## src/rtl/phepnhan_arb.sv

```systemverilog
// Round-robin arbiter sharing one single-precision multiplier (phepnhan) between two
// valid/ready requesters; operands are registered, held, then the product is captured.

module phepnhan (
    input  logic [31:0] a,
    input  logic [31:0] b,
    output logic [31:0] p,
    output logic        underflow,
    output logic        overflow
);

    logic               sign;
    logic [7:0]         ea;
    logic [7:0]         eb;
    logic [23:0]        ma;
    logic [23:0]        mb;
    logic [47:0]        m;
    logic [5:0]         lead;
    logic [5:0]         lz;
    logic signed [10:0] e_raw;
    logic signed [10:0] e_n;
    logic [22:0]        frac;
    logic [33:0]        res;

    // {underflow, overflow, product}; out-of-range exponents saturate to inf / signed zero
    function automatic logic [33:0] pack_result(input logic s, input logic signed [10:0] e,
                                                input logic [22:0] f);
        if (e > 11'sd254)
            return {2'b01, s, 8'hFF, 23'd0};
        else if (e < 11'sd1)
            return {2'b10, s, 31'd0};
        else
            return {2'b00, s, e[7:0], f};
    endfunction

    always_comb begin
        sign  = a[31] ^ b[31];
        ea    = (a[30:23] == 8'd0) ? 8'd1 : a[30:23];
        eb    = (b[30:23] == 8'd0) ? 8'd1 : b[30:23];
        ma    = {a[30:23] != 8'd0, a[22:0]};
        mb    = {b[30:23] != 8'd0, b[22:0]};
        m     = {24'd0, ma} * {24'd0, mb};
        lead  = 6'd0;
        for (int i = 0; i < 47; i++) begin
            if (m[i]) lead = 6'(i);
        end
        lz    = 6'd46 - lead;
        e_raw = $signed({3'b000, ea}) + $signed({3'b000, eb}) - 11'sd127;
        // Subnormal inputs leave the leading one below bit 46; shift it back up (truncating)
        if (m[47]) begin
            e_n  = e_raw + 11'sd1;
            frac = 23'(m >> 24);
        end else begin
            e_n  = e_raw - $signed({5'b00000, lz});
            frac = 23'((m << lz) >> 23);
        end
        res = pack_result(sign, e_n, frac);
        if ((a[30:0] == 31'd0) || (b[30:0] == 31'd0))
            res = {2'b00, sign, 31'd0};
        underflow = res[33];
        overflow  = res[32];
        p         = res[31:0];
    end

endmodule

module phepnhan_arb #(
    parameter int MUL_LAT = 2,
    parameter int CNT_W   = 16
) (
    input  logic             clk,
    input  logic             rst,
    input  logic             req0_valid,
    output logic             req0_ready,
    input  logic [31:0]      req0_a,
    input  logic [31:0]      req0_b,
    input  logic             req1_valid,
    output logic             req1_ready,
    input  logic [31:0]      req1_a,
    input  logic [31:0]      req1_b,
    output logic             resp0_valid,
    input  logic             resp0_ready,
    output logic             resp1_valid,
    input  logic             resp1_ready,
    output logic [31:0]      resp_data,
    output logic             resp_underflow,
    output logic             resp_overflow,
    output logic             busy,
    output logic [CNT_W-1:0] op_count
);

    generate
        if (MUL_LAT < 1 || MUL_LAT > 15) begin : g_bad_lat
            $error("phepnhan_arb: MUL_LAT must be in 1..15");
        end
    endgenerate

    typedef enum logic [1:0] {
        IDLE = 2'd0,
        EXEC = 2'd1,
        HOLD = 2'd2
    } state_t;

    // Counter starts at MUL_LAT so operands sit on the multiplier for MUL_LAT+1 cycles
    localparam logic [3:0] LAT_INIT = 4'(MUL_LAT);

    state_t      state;
    logic        prio;
    logic        owner;
    logic [3:0]  cnt;
    logic [31:0] opa;
    logic [31:0] opb;
    logic        grant;
    logic        accept;
    logic        resp_hs;
    logic [31:0] mul_p;
    logic        mul_uf;
    logic        mul_of;

    phepnhan u_mul (
        .a         (opa),
        .b         (opb),
        .p         (mul_p),
        .underflow (mul_uf),
        .overflow  (mul_of)
    );

    // Ready is gated by rst so every output reads zero while reset is held
    always_comb begin
        grant      = prio ? req1_valid : ~req0_valid;
        accept     = (state == IDLE) && (req0_valid || req1_valid) && !rst;
        req0_ready = accept && !grant;
        req1_ready = accept && grant;
        resp_hs    = owner ? (resp1_valid && resp1_ready) : (resp0_valid && resp0_ready);
    end

    always_ff @(posedge clk or posedge rst) begin
        if (rst) begin
            state          <= IDLE;
            prio           <= 1'b0;
            owner          <= 1'b0;
            cnt            <= 4'd0;
            opa            <= 32'd0;
            opb            <= 32'd0;
            resp0_valid    <= 1'b0;
            resp1_valid    <= 1'b0;
            resp_data      <= 32'd0;
            resp_underflow <= 1'b0;
            resp_overflow  <= 1'b0;
            busy           <= 1'b0;
            op_count       <= '0;
        end else begin
            case (state)
                IDLE: begin
                    if (accept) begin
                        opa   <= grant ? req1_a : req0_a;
                        opb   <= grant ? req1_b : req0_b;
                        owner <= grant;
                        cnt   <= LAT_INIT;
                        busy  <= 1'b1;
                        state <= EXEC;
                    end
                end
                EXEC: begin
                    if (cnt == 4'd0) begin
                        resp_data      <= mul_p;
                        resp_underflow <= mul_uf;
                        resp_overflow  <= mul_of;
                        resp0_valid    <= ~owner;
                        resp1_valid    <= owner;
                        state          <= HOLD;
                    end else begin
                        cnt <= cnt - 4'd1;
                    end
                end
                HOLD: begin
                    if (resp_hs) begin
                        resp0_valid <= 1'b0;
                        resp1_valid <= 1'b0;
                        prio        <= ~owner;
                        op_count    <= op_count + 1'b1;
                        busy        <= 1'b0;
                        state       <= IDLE;
                    end
                end
                default: state <= IDLE;
            endcase
        end
    end

endmodule

```

## config.mk

```make
export PLATFORM = sky130hd
export DESIGN_NAME = phepnhan_arb
export DESIGN_NICKNAME = d
export VERILOG_FILES = /design/src/rtl/phepnhan_arb.sv
export SDC_FILE = /design/constraint.sdc
export NUM_CORES = 2
export LEC_CHECK = 0
export ABC_AREA = 1
export BUFFER_PORTS_ARGS = -buffer_cell sky130_fd_sc_hd__buf_2
export CAP_MARGIN = 10
export CORE_MARGIN = 1
export CORE_UTILIZATION = 40
export CTS_BUF_LIST = sky130_fd_sc_hd__clkbuf_8 sky130_fd_sc_hd__clkbuf_16
export CTS_CLUSTER_SIZE = 14
export DETAILED_ROUTE_END_ITERATION = 7
export PLACE_DENSITY = 0.61
export SLEW_MARGIN = 20
export SYNTH_ARGS = -nofsm -noshare
export SYNTH_HDL_FRONTEND = slang
export SYNTH_SLANG_ARGS = --single-unit
```

## constraint.sdc

```tcl
create_clock -name clk -period 20.2 [get_ports clk]
set_clock_uncertainty 0.05 [all_clocks]
set_input_delay 3.03 -clock clk [delete_from_list [all_inputs] [get_ports clk]]
set_output_delay 3.03 -clock clk [all_outputs]
set_load 0.01 [all_outputs]
```

**Yosys cells after proc, flatten, opt, wreduce, memory -nomap -nowiden**

Cells that the tools add are included.

- Bits in registers: 125
- Output and inout port bits: 55
- Word-level logic and storage cells: 132
- Bits of input ports: 134

- Bitwise operators: 3
- $lt $le $gt $ge: 2
- Add/subtract/negate cells: 7
- Eq/ne operators: 6
- Reduce and logical (&&, ||, !) cells: 28
- Muxes and demuxes: 71
- Shift-type cells: 1
- $mul: 1

Operator list:

| kind | count |
|---|---|
| 6-bit two-way mux | 45 |
| 34-bit two-way mux | 3 |
| 32-bit two-way mux | 2 |
| 31-bit zero test | 2 |
| 24-bit by 24-bit multiplier with 48-bit output | 1 |
| 48-bit by 6-bit left shift with 46-bit output | 1 |
| 23-bit two-way mux | 1 |
| 16-bit by 1-bit adder with 16-bit output, second input constant | 1 |
| 8-bit zero test | 2 |
| 8-bit two-way mux | 2 |
| 8-bit nonzero test | 2 |
| 3-bit AND reduction | 4 |
| 11-bit by 2-bit adder with 11-bit output, second input constant | 1 |
| 11-bit by 9-bit > comparator with 1-bit output, second input constant | 1 |
| 11-bit by 2-bit < comparator with 1-bit output, second input constant | 1 |
| 11-bit two-way mux | 1 |
| 11-bit by 7-bit subtractor with 11-bit output | 1 |
| 11-bit by 8-bit subtractor with 11-bit output, second input constant | 1 |
| 8-bit by 8-bit adder with 9-bit output | 1 |
| 4-bit two-way mux | 2 |
| 2-bit inequality test, second input constant | 4 |
| 4-bit one-hot mux with 2 select lines | 1 |
| 1-bit two-way mux | 7 |
| 1-bit logical AND | 6 |
| 15 further kinds | 26 |

**Logic depth before layout (Yosys ltp)**

- Word-level depth: 55
- Mapped depth: 88
- Mapped depth without buffers: 84

**By module**

A second synthesis with hierarchy kept.

- Cells, all modules: 4,165
- Area total of the unflattened synthesis: 29,574.6 µm²

Modules (own cells, without submodules):

| module | instances | seq. area each (µm²) | area an instance (µm²) | cells each |
|---|---|---|---|---|
| phepnhan | 1 | 0.0 | 24,116.9 | 3,507 |
| phepnhan_arb | 1 | 3,128.0 | 5,457.7 | 658 |

**Worst setup path before layout**

No wires, ideal clock.

- Path type: flip-flop to flip-flop
- From: register opa[28]
- To: register resp_data[10]
- Buffers on the path: 4
- Period minus slack after synthesis: 10.912 ns
- Library setup time: 0.116 ns
- Arrival: 10.745 ns
- Required time: 20.034 ns
- Path slack: 9.288 ns
- Cell stages (with the launch flop): 67
- Cells stage by stage: dfrtp_1 nor3_1 nand4_1 inv_1 clkbuf_1 nor2_1 fa_1 fa_1 fa_1 inv_1 fa_1 fa_1 fa_1 inv_1 fa_1 ha_1 nand2_1 o21ai_0 [31 not listed] nand2_1 nand2_1 nor2_1 ha_1 nand2_1 o21ai_0 a21oi_1 o21bai_1 a21oi_1 o21bai_1 xor2_1 nand2_1 or3_1 nand4_4 buf_6 nor2_1 nand2_1 nand2_1

- Word-level cells in the longest chain between the ends: 33
- Elaborated cells on any way between the ends: 43
- Those cells by class: add/sub: 5; mul: 1; order compare: 2; shift: 1; mux: 30; reduce/logical: 4

Ends and longest elaborated chain:

| item | RTL line | text |
|---|---|---|
| start, declared | 111 | `logic [31:0] opa;` |
| start signal, assigned | 156 | `opa <= grant ? req1_a : req0_a;` |
| 8-bit nonzero test | 40 | `ma = {a[30:23] != 8'd0, a[22:0]};` |
| 24-bit by 24-bit multiplier with 48-bit output | 42 | `m = {24'd0, ma} * {24'd0, mb};` |
| 6-bit two-way mux (24 in series) | 45 | `if (m[i]) lead = 6'(i);` |
| 6-bit subtractor | 47 | `lz = 6'd46 - lead;` |
| 11-bit by 7-bit subtractor with 11-bit output | 54 | `e_n = e_raw - $signed({5'b00000, lz});` |
| 11-bit two-way mux | 50 | `if (m[47]) begin` |
| 11-bit by 2-bit < comparator with 1-bit output | 30 | `else if (e < 11'sd1)` |
| 34-bit two-way mux | 30 |  |
| 34-bit two-way mux | 28 | `if (e > 11'sd254)` |
| 34-bit two-way mux * | 58 | `if ((a[30:0] == 31'd0) \|\| (b[30:0] == 31'd0))` |
| end signal, assigned | 166 | `resp_data <= mul_p;` |
| end, declared | 85 | `output logic [31:0] resp_data,` |

Every way passes the cells marked *; elsewhere a longest branch is shown, timed or not.
A chain may end at the register's enable or synchronous reset.

**Worst setup path in the final report**

- From: register opa[29]
- To: register resp_data[1]

The elaborated chain is that of the path after synthesis.

==> results by group <==
Clock tree
  • Worst skew pair latency: 0.49 ns
  • Clock transition at path regs: 0.07 ns
  • CTS sink count: 125
  • Cts repair resizes: 0
  • Post-CTS Setup Bufs: 0
  • Root Buffer: clkbuf_16
  • H-tree depth: 4
  • Clk buf depth: 2
  • Num CTS Buffers: 17
  • Hold Buf Count CTS: 0
  • CTS tree: done

Yosys
  • Mapped cell area: 0.0292 mm^2
  • Ys Warns: 0
  • Async SR Flop Fraction: 1.00
  • Register area share after synthesis: 0.107
  • Post-synth EDFFs: 0
  • Net Count, Synth: 4886
  • Mapped Cells: 4070
  • Avg Inst Size Synth: 7.19 um^2
  • Synth unique cells: 56
  • Synth Flop Type: dfrtp_1
  • FF+latch count, synth: 125

STA
  • Worst slew pin tran: 1.03 ns
  • Post-Route Setup TNS: 0 ns
  • Final worst slack: 6.40 ns
  • Worst slew margin: 0.313
  • Fin crit share: 0.683
  • Fin. Hold Viols: 0
  • Fmax: 72.5 MHz
  • Fin crit period: 13.80 ns
  • RSZ-0062 raised after global routing: false
  • Final Max Slew Viols: 0
  • Setup Viol. Count Final: 0

Setup path
  • CP Max Fanout: 53
  • Critical path class: register to register
  • Top cell family by delay on the critical path: simple AND/OR/NAND/NOR gates
  • CP max stage delay: 0.58 ns
  • CP required: 20.51 ns
  • Worst Path Buf+Inv: 10
  • Cell repeated most along the worst path: inv_1
  • CP arrival: 14.10 ns
  • CP max stage cell: fa_1
  • Startpoint types: register
  • CP Capture Type: register

Floorplan
  • Site Rows: 98
  • Die area: 0.0742 mm^2
  • Die Y: 272 um
  • Core area: 0.0720 mm^2
  • Starting Density: 0.406
  • IO Pins: 189
  • Horiz. Die Dim: 272 um

Drt
  • Vias/cell: 5.01
  • Vias: 25400
  • # DRC: 0
  • Routed WL: 88800 um
  • DRT antenna net count: 0
  • 1st-iter DRT viols: 1909
  • Routed len/inst: 17.5 um
  • First-pass DRT Iterations: 6

Finish
  • Number of antenna diodes: 0
  • Ratio of cells with drive above 1 in the final layout: 0.0863
  • Reg area: 0.00313 mm^2
  • Post-Layout Cell Count: 5074
  • Final nets: 4927
  • Fillers: 7383
  • Cell area after layout: 0.0316 mm^2
  • Area Growth Syn to Fin: 7.94%
  • Multi-input gate area in the final layout: 0.0216 mm^2

Job
  • Max-Cap Viols: 0

Hold path
  • HP Class: register to register

Placement
  • DP HPWL: 67900 um
  • DP Worst Slack: 6.55 ns
  • Post-Place Cells: 5042
  • I/O Buffers: 188
  • Routability cong.: 0.947
  • Area post-placement: 0.0310 mm^2

GRT
  • Initial antenna violation count: 3
  • First-pass GRT wire length: 144000 um
  • Overall Global Routing Usage: 0.251
  • Total global routing overflow: 0
  • Vias in the first global route: 26400
  • Largest net degree at the start of global routing: 67

Run status
  • Status: finished clean
==> stage by stage <==
| step | utilization | hold slack [ns] |
|---|---|---|
| after global routing | 0.439 | 0.439 |
| after global placement | 0.430 | 0.402 |
| after floorplan | - | 0.406 |
| after CTS | 0.439 | 0.426 |
| after detailed placement | 0.430 | 0.406 |
| final | 0.439 | 0.423 |
==> sequential cells by signal, indices dropped and copies added, names as in the netlist <==
signal,flops
resp_data,32
resp_underflow,1
cnt,4
prio,1
resp1_valid,1
opa,32
op_count,16
resp_overflow,1
resp0_valid,1
state,2
opb,32
owner,1
busy,1
==> worst paths after layout <==
path,startpoint,end,slack (ns),cells after the start
max in group asynchronous,rst,opa[13],16.18,3
max reg2reg,opa[29],resp_data[1],6.40,53
min reg2reg,busy,busy,0.42,2
max,opa[29],resp_data[1],6.40,53
min,busy,busy,0.42,2
min in group asynchronous,rst,resp0_valid,2.63,2
==> logic make-up (layout without fill, tap and decap cells) <==
family | count (synthesis) | count (layout) | share of synthesized area
fa+ha+maj | 682 | 682 | 0.416
xor+xnor | 69 | 69 | 0.0222
compound gates | 218 | 218 | 0.0487
buf+inv | 1196 | 1250 | 0.155
simple gates | 1780 | 1780 | 0.251
flops | 125 | 125 | 0.107
==> placed cells by master (no fill, tap or decap), drive strengths merged <==
master	n
dfrtp	125
o21ai	56
a21o	3
clkbuf	17
o221ai	1
or3	1
o211ai	24
nand2	1250
a22oi	30
nor4	15
inv	976
fa	484
a31o	1
nor2	150
buf	249
a31oi	8
ha	198
nor3	14
or2	5
a211oi	4
clkinv	7
xnor2	21
a221o	2
o21a	3
o31ai	1
nand3b	3
o21bai	9
clkinvlp	1
a21oi	70
xor2	48
a22o	1
and2	6
nand4	21
nand3	315
a21boi	5
==> metal layers <==
| metal | vias to the layer above | routed length [um] | track usage |
|---|---|---|---|
| met3 | 150 | 6320 | 0.0426 |
| li1 | 12100 | - | - |
| met2 | 875 | 41000 | 0.411 |
| met4 | 0 | 2860 | 0.0852 |
| met1 | 12300 | 38600 | 0.335 |
| met5 | - | 0 | 0 |
==> area by class of cell <==
cell class | instances | share of cell area
Multi-Input combinational cell | 2749 | 0.685
Timing Repair Buffer | 249 | 0.0443
Clock buffer | 17 | 0.0135
Clock inverter | 15 | 0.00539
Tap cell | 950 | 0.0376
Sequential cell | 125 | 0.0991
Inverter | 969 | 0.115
==> tightest hold or removal path, delay by kind of cell, from the launching register on <==
kind	cells	cell delay (ns)
AND/OR/NAND/NOR	2	0.09
flip-flops	1	0.35
==> synthesized netlist by cell type, types with 17 or more instances <==
cell	number	area (um^2)
nand3_1	310	1550
nand4_1	20	125
dfrtp_1	125	3130
clkbuf_1	191	717
fa_1	484	9690
inv_1	957	3590
o21ai_0	35	175
o211ai_1	23	173
xor2_1	46	403
xnor2_1	17	149
nor2_1	147	552
a22oi_1	30	225
a21oi_1	64	320
nand2_1	1231	4620
nand2_2	17	106
buf_1	17	63.8
ha_1	198	2480
Power is not shown: default switching activity piles up to over one toggle a cycle in this logic, so the estimate is an artifact.
